==> src/rtl/button_conditioner_if.sv <==
// Button bus between the raw board buttons and the conditioned outputs.
interface button_conditioner_if #(
  parameter int unsigned N_BTN = 4
);

  logic [N_BTN-1:0] i_btn;
  logic [N_BTN-1:0] o_level;
  logic [N_BTN-1:0] o_press_pulse;
  logic [N_BTN-1:0] o_release_pulse;
  logic [N_BTN-1:0] o_hold_pulse;
  logic [N_BTN-1:0] o_held;

  // Board / stimulus side: drives the raw buttons, observes conditioned outputs.
  modport master (
    output i_btn,
    input  o_level,
    input  o_press_pulse,
    input  o_release_pulse,
    input  o_hold_pulse,
    input  o_held
  );

  // Conditioner side.
  modport slave (
    input  i_btn,
    output o_level,
    output o_press_pulse,
    output o_release_pulse,
    output o_hold_pulse,
    output o_held
  );

endinterface

==> src/rtl/button_conditioner.sv <==
// Per-channel button front end: 2-FF synchroniser, debounce, press/release
// pulses and long-press (hold) detection. All outputs are registered.
module button_conditioner #(
  parameter int unsigned N_BTN           = 4,
  parameter int unsigned DEBOUNCE_CYCLES = 500_000,
  parameter int unsigned HOLD_CYCLES     = 100_000_000
) (
  input  logic           i_clk,
  input  logic           i_reset_n,
  button_conditioner_if.slave if_btn
);

  localparam int unsigned DB_W = (DEBOUNCE_CYCLES > 1) ? $clog2(DEBOUNCE_CYCLES) : 1;
  localparam int unsigned HD_W = (HOLD_CYCLES > 1) ? $clog2(HOLD_CYCLES) : 1;
  localparam logic [DB_W-1:0] DB_LAST = DB_W'(DEBOUNCE_CYCLES - 1);
  localparam logic [HD_W-1:0] HD_LAST = HD_W'(HOLD_CYCLES - 1);

  logic [N_BTN-1:0] r_sync1;
  logic [N_BTN-1:0] r_sync2;
  logic [DB_W-1:0]  r_db_cnt   [N_BTN];
  logic [HD_W-1:0]  r_hold_cnt [N_BTN];
  logic [N_BTN-1:0] r_level;
  logic [N_BTN-1:0] r_press;
  logic [N_BTN-1:0] r_release;
  logic [N_BTN-1:0] r_hold_pulse;
  logic [N_BTN-1:0] r_held;

  logic [DB_W-1:0]  w_db_cnt   [N_BTN];
  logic [HD_W-1:0]  w_hold_cnt [N_BTN];
  logic [N_BTN-1:0] w_level;
  logic [N_BTN-1:0] w_press;
  logic [N_BTN-1:0] w_release;
  logic [N_BTN-1:0] w_hold_pulse;
  logic [N_BTN-1:0] w_held;

  // Plain two-flop synchroniser chain, no logic between the stages.
  always_ff @(posedge i_clk or negedge i_reset_n) begin
    if (!i_reset_n) begin
      r_sync1 <= '0;
      r_sync2 <= '0;
    end else begin
      r_sync1 <= if_btn.i_btn;
      r_sync2 <= r_sync1;
    end
  end

  // Next-state for debounce and hold tracking of every channel.
  always_comb begin
    w_db_cnt     = r_db_cnt;
    w_hold_cnt   = r_hold_cnt;
    w_level      = r_level;
    w_held       = r_held;
    w_press      = '0;
    w_release    = '0;
    w_hold_pulse = '0;
    for (int unsigned i = 0; i < N_BTN; i++) begin
      // Debounce: any sample equal to the current level restarts the count.
      if (r_sync2[i] == r_level[i]) begin
        w_db_cnt[i] = '0;
      end else if (r_db_cnt[i] == DB_LAST) begin
        w_db_cnt[i]  = '0;
        w_level[i]   = r_sync2[i];
        w_press[i]   = r_sync2[i];
        w_release[i] = ~r_sync2[i];
      end else begin
        w_db_cnt[i] = r_db_cnt[i] + DB_W'(1);
      end

      // Hold: count while high and not yet held; release wins over a
      // coincident hold so o_held can never outlive o_level.
      if (!r_level[i]) begin
        w_hold_cnt[i] = '0;
      end else if (!w_level[i]) begin
        w_held[i] = 1'b0;
      end else if (!r_held[i]) begin
        if (r_hold_cnt[i] == HD_LAST) begin
          w_hold_pulse[i] = 1'b1;
          w_held[i]       = 1'b1;
        end else begin
          w_hold_cnt[i] = r_hold_cnt[i] + HD_W'(1);
        end
      end
    end
  end

  // State and output registers.
  always_ff @(posedge i_clk or negedge i_reset_n) begin
    if (!i_reset_n) begin
      r_db_cnt     <= '{default: '0};
      r_hold_cnt   <= '{default: '0};
      r_level      <= '0;
      r_press      <= '0;
      r_release    <= '0;
      r_hold_pulse <= '0;
      r_held       <= '0;
    end else begin
      r_db_cnt     <= w_db_cnt;
      r_hold_cnt   <= w_hold_cnt;
      r_level      <= w_level;
      r_press      <= w_press;
      r_release    <= w_release;
      r_hold_pulse <= w_hold_pulse;
      r_held       <= w_held;
    end
  end

  assign if_btn.o_level         = r_level;
  assign if_btn.o_press_pulse   = r_press;
  assign if_btn.o_release_pulse = r_release;
  assign if_btn.o_hold_pulse    = r_hold_pulse;
  assign if_btn.o_held          = r_held;

endmodule

==> src/flat_wrapper.sv <==
// flat-port wrapper written by rule: the top's interface ports become plain ports
module button_conditioner_flat 
#(
  parameter int unsigned N_BTN           = 4,
  parameter int unsigned DEBOUNCE_CYCLES = 500_000,
  parameter int unsigned HOLD_CYCLES     = 100_000_000
)
  (i_clk, i_reset_n, if_btn_i_btn, if_btn_o_level, if_btn_o_press_pulse, if_btn_o_release_pulse, if_btn_o_hold_pulse, if_btn_o_held);
  button_conditioner_if #(.N_BTN(N_BTN)) if_btn_i ();
  input  logic i_clk;
  input  logic i_reset_n;
  input wire logic [$bits(if_btn_i.i_btn)-1:0] if_btn_i_btn;
  output wire logic [$bits(if_btn_i.o_level)-1:0] if_btn_o_level;
  output wire logic [$bits(if_btn_i.o_press_pulse)-1:0] if_btn_o_press_pulse;
  output wire logic [$bits(if_btn_i.o_release_pulse)-1:0] if_btn_o_release_pulse;
  output wire logic [$bits(if_btn_i.o_hold_pulse)-1:0] if_btn_o_hold_pulse;
  output wire logic [$bits(if_btn_i.o_held)-1:0] if_btn_o_held;
  assign if_btn_i.i_btn = if_btn_i_btn;
  assign if_btn_o_level = if_btn_i.o_level;
  assign if_btn_o_press_pulse = if_btn_i.o_press_pulse;
  assign if_btn_o_release_pulse = if_btn_i.o_release_pulse;
  assign if_btn_o_hold_pulse = if_btn_i.o_hold_pulse;
  assign if_btn_o_held = if_btn_i.o_held;
  button_conditioner #(.N_BTN(N_BTN), .DEBOUNCE_CYCLES(DEBOUNCE_CYCLES), .HOLD_CYCLES(HOLD_CYCLES)) u_core (.i_clk(i_clk), .i_reset_n(i_reset_n), .if_btn(if_btn_i));
endmodule
==> config.mk <==
export PLATFORM = sky130hd
export DESIGN_NAME = button_conditioner_flat
export DESIGN_NICKNAME = d
export VERILOG_FILES = /design/src/rtl/button_conditioner_if.sv /design/src/rtl/button_conditioner.sv /design/src/flat_wrapper.sv
export SDC_FILE = /design/constraint.sdc
export NUM_CORES = 1
export LEC_CHECK = 0
export ABC_AREA = 1
export ABC_CLOCK_PERIOD_IN_PS = 3900
export BUFFER_PORTS_ARGS = -buffer_cell sky130_fd_sc_hd__clkbuf_2
export CELL_PAD_IN_SITES_DETAIL_PLACEMENT = 0
export CELL_PAD_IN_SITES_GLOBAL_PLACEMENT = 1
export CORE_UTILIZATION = 35
export CTS_CLUSTER_SIZE = 8
export DETAILED_ROUTE_END_ITERATION = 7
export HOLD_SLACK_MARGIN = 0.08
export PLACE_DENSITY = 0.65
export SETUP_SLACK_MARGIN = 0.15
export SYNTH_ARGS = -nofsm -noshare
export SYNTH_HDL_FRONTEND = slang
export SYNTH_SLANG_ARGS = --single-unit
==> constraint.sdc <==
create_clock -name i_clk -period 3.9 [get_ports i_clk]
set_clock_uncertainty 0.1 [all_clocks]
set_input_delay 0.78 -clock i_clk [delete_from_list [all_inputs] [get_ports i_clk]]
set_output_delay 0.78 -clock i_clk [all_outputs]
set_load 0.01 [all_outputs]
==> impl_metrics.env <==
export IMPL_total_leakage_power_uw=0.00605
export IMPL_p_switching_uw=1080
export IMPL_cts_made_buffers=31
export IMPL_numClockSinks=212
export IMPL_crit_chain="buf_4 -> clkbuf_2"
export IMPL_die_area_um2=38000
export IMPL_syn_to_final_growth_pct=10.7
export IMPL_wl_per_cell_um=14.0
export IMPL_finalSetupTns_ns=0
export IMPL_setup_viol=0
export IMPL_vias=11700
export IMPL_ant_nets=0
export IMPL_htreeDepth=1
export IMPL_reg2reg_depth=8
export IMPL_cp_end_kind="output pin"
export IMPL_cp_num_buf_inv=2
export IMPL_max_stage_delay_ns=0.66
export IMPL_grt_max_degree=78
export IMPL_synthesis_nets=1923
export IMPL_crit_path_max_fanout=14
export IMPL_antenna_found_initial=0
export IMPL_viasPerCell=4.83
export IMPL_r2r_start="u_core.r_hold_cnt[27]"
export IMPL_p_clk_frac=0.512
export IMPL_io_pins=26
export IMPL_ys_types=35
export IMPL_path_clk_slew_ns=0.05
export IMPL_seq_power_share=0.467
export IMPL_combPwrFrac=0.021
export IMPL_power_density_nw_per_um2=331
export IMPL_core_um2=36600
export IMPL_rows=70
export IMPL_die_width_um=195
export IMPL_cp_start_kind="flop"
export IMPL_syn_avg_cell_area_um2=6.83
export IMPL_grt_first_pass_wirelength_um=57900
export IMPL_slew_headroom=0.437
export IMPL_grt_pass1_vias=11500
export IMPL_max_freq_mhz=386
export IMPL_tightest_slew_ns=0.844
export IMPL_nets=1960
export IMPL_internal_power_uw=3700
export IMPL_cts_setup_buffers=0
export IMPL_initial_core_util=0.356
export IMPL_rrSetupSlack_ns=1.32
export IMPL_ys_flop_type="dfrtp_1"
export IMPL_worstPathRequired_ns=3.02
export IMPL_peakVddDrop_v=0.000386
export IMPL_cap_violations=0
export IMPL_hold_class="input pin to async pin"
export IMPL_grt_use_total=0.183
export IMPL_seq_area_frac_synth=0.407
export IMPL_overflow=0
export IMPL_cp_startpoint="u_core.if_btn.o_level[2]"
export IMPL_p_total_uw=4770
export IMPL_drt_iter0_drc=570
export IMPL_clock_path_buffers=3
export IMPL_synth_edf_count=0
export IMPL_path_class="flop to output pin"
export IMPL_swShare=0.226
export IMPL_slowest_stage="dfrtp_1"
export IMPL_fin_crit_sh=0.663
export IMPL_reg2reg_to="u_core.r_hold_cnt[28]"
export IMPL_insertion_delay_ns=0.57
export IMPL_cts_repair_resize_count=0
export IMPL_place_gp_congestion=0.829
export IMPL_critPathTopFamily="flip-flops"
export IMPL_rsz0062_at_grt="no"
export IMPL_drc_errors=0
export IMPL_syn_area_um2=13000
export IMPL_diodes=0
export IMPL_dp_hpwl_um=24100
export IMPL_synth_async_reset_ratio=1.00
export IMPL_ys_warn_count=0
export IMPL_wirelength_um=33800
export IMPL_outcome="completed"
export IMPL_hold_viol_final=0
export IMPL_cp_data_arrival_time_ns=1.71
export IMPL_cts_root_buf="clkbuf_16"
export IMPL_drive_gt1_frac=0.0692
export IMPL_final_max_slew_viol_count=0
export IMPL_cts_hold_fix_buffers=0
export IMPL_port_buffers=25
export IMPL_tritoncts="built"
export IMPL_ys_ff_latch=212
export IMPL_synthCells=1909
export IMPL_dieHeight_um=195
export IMPL_dr_pass1_iters=5
export IMPL_finalCriticalPeriod_ns=2.59
==> cell type report <==
| type | count | area, um^2 |
|---|---|---|
| Clock buffer | 37 | 828 |
| Clock inverter | 2 | 13.8 |
| Fill cell | 3957 | 22200 |
| Inverter | 195 | 732 |
| Multi-Input combinational cell | 1471 | 6740 |
| Sequential cell | 212 | 5310 |
| Tap cell | 468 | 586 |
| Timing Repair Buffer | 35 | 235 |
==> power by group through the flow <==
stage | sequential [uW] | combinational, uW | clock (uW)
6_report | 2230 | 99.3 | 2440
5_1_grt | 2230 | 120 | 2610
4_1_cts | 2230 | 107 | 2550
3_5_place_dp | 2270 | 106 | 0
3_3_place_gp | 2270 | 105 | 0
2_1_floorplan | 2260 | 34.6 | 0
==> per-layer routing <==
| metal | vias up | part of all wire | wire [um] | track usage |
|---|---|---|---|---|
| met5 | - | 0 | 0 | 0 |
| met4 | 0 | 0.017 | 563 | 0.0475 |
| met3 | 44 | 0.029 | 982 | 0.0216 |
| met2 | 132 | 0.46 | 15400 | 0.304 |
| met1 | 5391 | 0.50 | 16800 | 0.252 |
| li1 | 6124 | - | - | - |
==> per-stage QoR <==
step                      instance area, um^2  hold WS (ns)  utilization  cells  worst slack, ns
final                                   14400        0.0991        0.395   2420             1.31
after global routing                    14400         0.156        0.395   2420            0.965
after floorplan                         13000         0.231            -   1909             2.10
after detailed placement                13600         0.239        0.372   2381             1.32
after global placement                  13600         0.241        0.372   2381             1.41
after CTS                               14400         0.119        0.395   2420             1.27
==> registers in the layout, summed over array words and instances (netlist names) <==
| register | count |
|---|---|
| u_core.r_hold_cnt | 108 |
| u_core.r_db_cnt | 76 |
| u_core.if_btn.o_held | 4 |
| u_core.if_btn.o_hold_pulse | 4 |
| u_core.if_btn.o_level | 4 |
| u_core.if_btn.o_press_pulse | 4 |
| u_core.if_btn.o_release_pulse | 4 |
| u_core.r_sync1 | 4 |
| u_core.r_sync2 | 4 |
==> logic make-up (layout without fill, tap and decap cells) <==
group,after synthesis,count (layout),share of synthesized area
AOI/OAI and AO/OA,140,140,0.0624
xor gates and xnor gates,56,56,0.0376
adders and majority gates,8,8,0.00767
buffers and inverters,226,269,0.0763
DFF,212,212,0.407
and+or+nand+nor,1267,1267,0.409
==> worst register-to-register path, cell delays in order, from the launching register on <==
cell     delay (ns)
dfrtp_1        0.46
ha_1           0.31
nand3_2        0.14
inv_2          0.06
nand2_2        0.08
nor2_1         0.06
nand2_1        0.12
nand3_2        0.66
o21ai_0        0.46
==> worst max-delay path by stage <==
stage | endpoint | slack, ns | cells after the start
6_report | if_btn_o_level[2] | 1.31 | 2
5_1_grt | u_core.r_hold_cnt[42] | 0.97 | 8
4_1_cts | if_btn_o_level[2] | 1.27 | 2
3_5_place_dp | u_core.r_hold_cnt[28] | 1.32 | 8
3_3_place_gp | u_core.r_hold_cnt[65] | 1.41 | 10
2_1_floorplan | u_core.r_hold_cnt[104] | 2.10 | 10
==> cells in the final DEF (no fill, tap or decap), drive strengths merged <==
master	Yosys	routed
buf	21	11
nor3b	6	6
a31oi	5	5
nand3	179	179
ha	8	8
nor4	2	2
clkbuf	10	61
nand2	614	614
o21bai	18	18
clkinv	0	1
a21oi	21	21
nor2	374	374
a211oi	1	1
xor2	43	43
dfrtp	212	212
nand3b	5	5
nor3	36	36
nand4	47	47
o21ai	95	95
or2	4	4
inv	195	196
xnor2	13	13
==> synthesized netlist by cell type (2+ instances only) <==
| cell | count | area, um^2 |
|---|---|---|
| a21oi_1 | 21 | 105 |
| a31oi_1 | 5 | 31.3 |
| buf_12 | 4 | 80.1 |
| buf_2 | 3 | 15.0 |
| buf_4 | 5 | 37.5 |
| buf_6 | 8 | 90.1 |
| clkbuf_1 | 10 | 37.5 |
| dfrtp_1 | 212 | 5310 |
| ha_1 | 8 | 100 |
| inv_1 | 187 | 702 |
| inv_2 | 8 | 30.0 |
| nand2_1 | 593 | 2230 |
| nand2_2 | 20 | 125 |
| nand3_1 | 171 | 856 |
| nand3_2 | 7 | 70.1 |
| nand3b_1 | 5 | 37.5 |
| nand4_1 | 47 | 294 |
| nor2_1 | 368 | 1380 |
| nor2_2 | 3 | 18.8 |
| nor2_4 | 3 | 33.8 |
| nor3_1 | 35 | 175 |
| nor3b_1 | 6 | 45.0 |
| nor4_1 | 2 | 12.5 |
| o21ai_0 | 53 | 265 |
| o21ai_1 | 26 | 130 |
| o21ai_2 | 16 | 140 |
| o21bai_1 | 18 | 135 |
| or2_2 | 4 | 25.0 |
| xnor2_1 | 13 | 114 |
| xor2_1 | 43 | 377 |
Note: power is estimated with default switching activity, not from simulation.
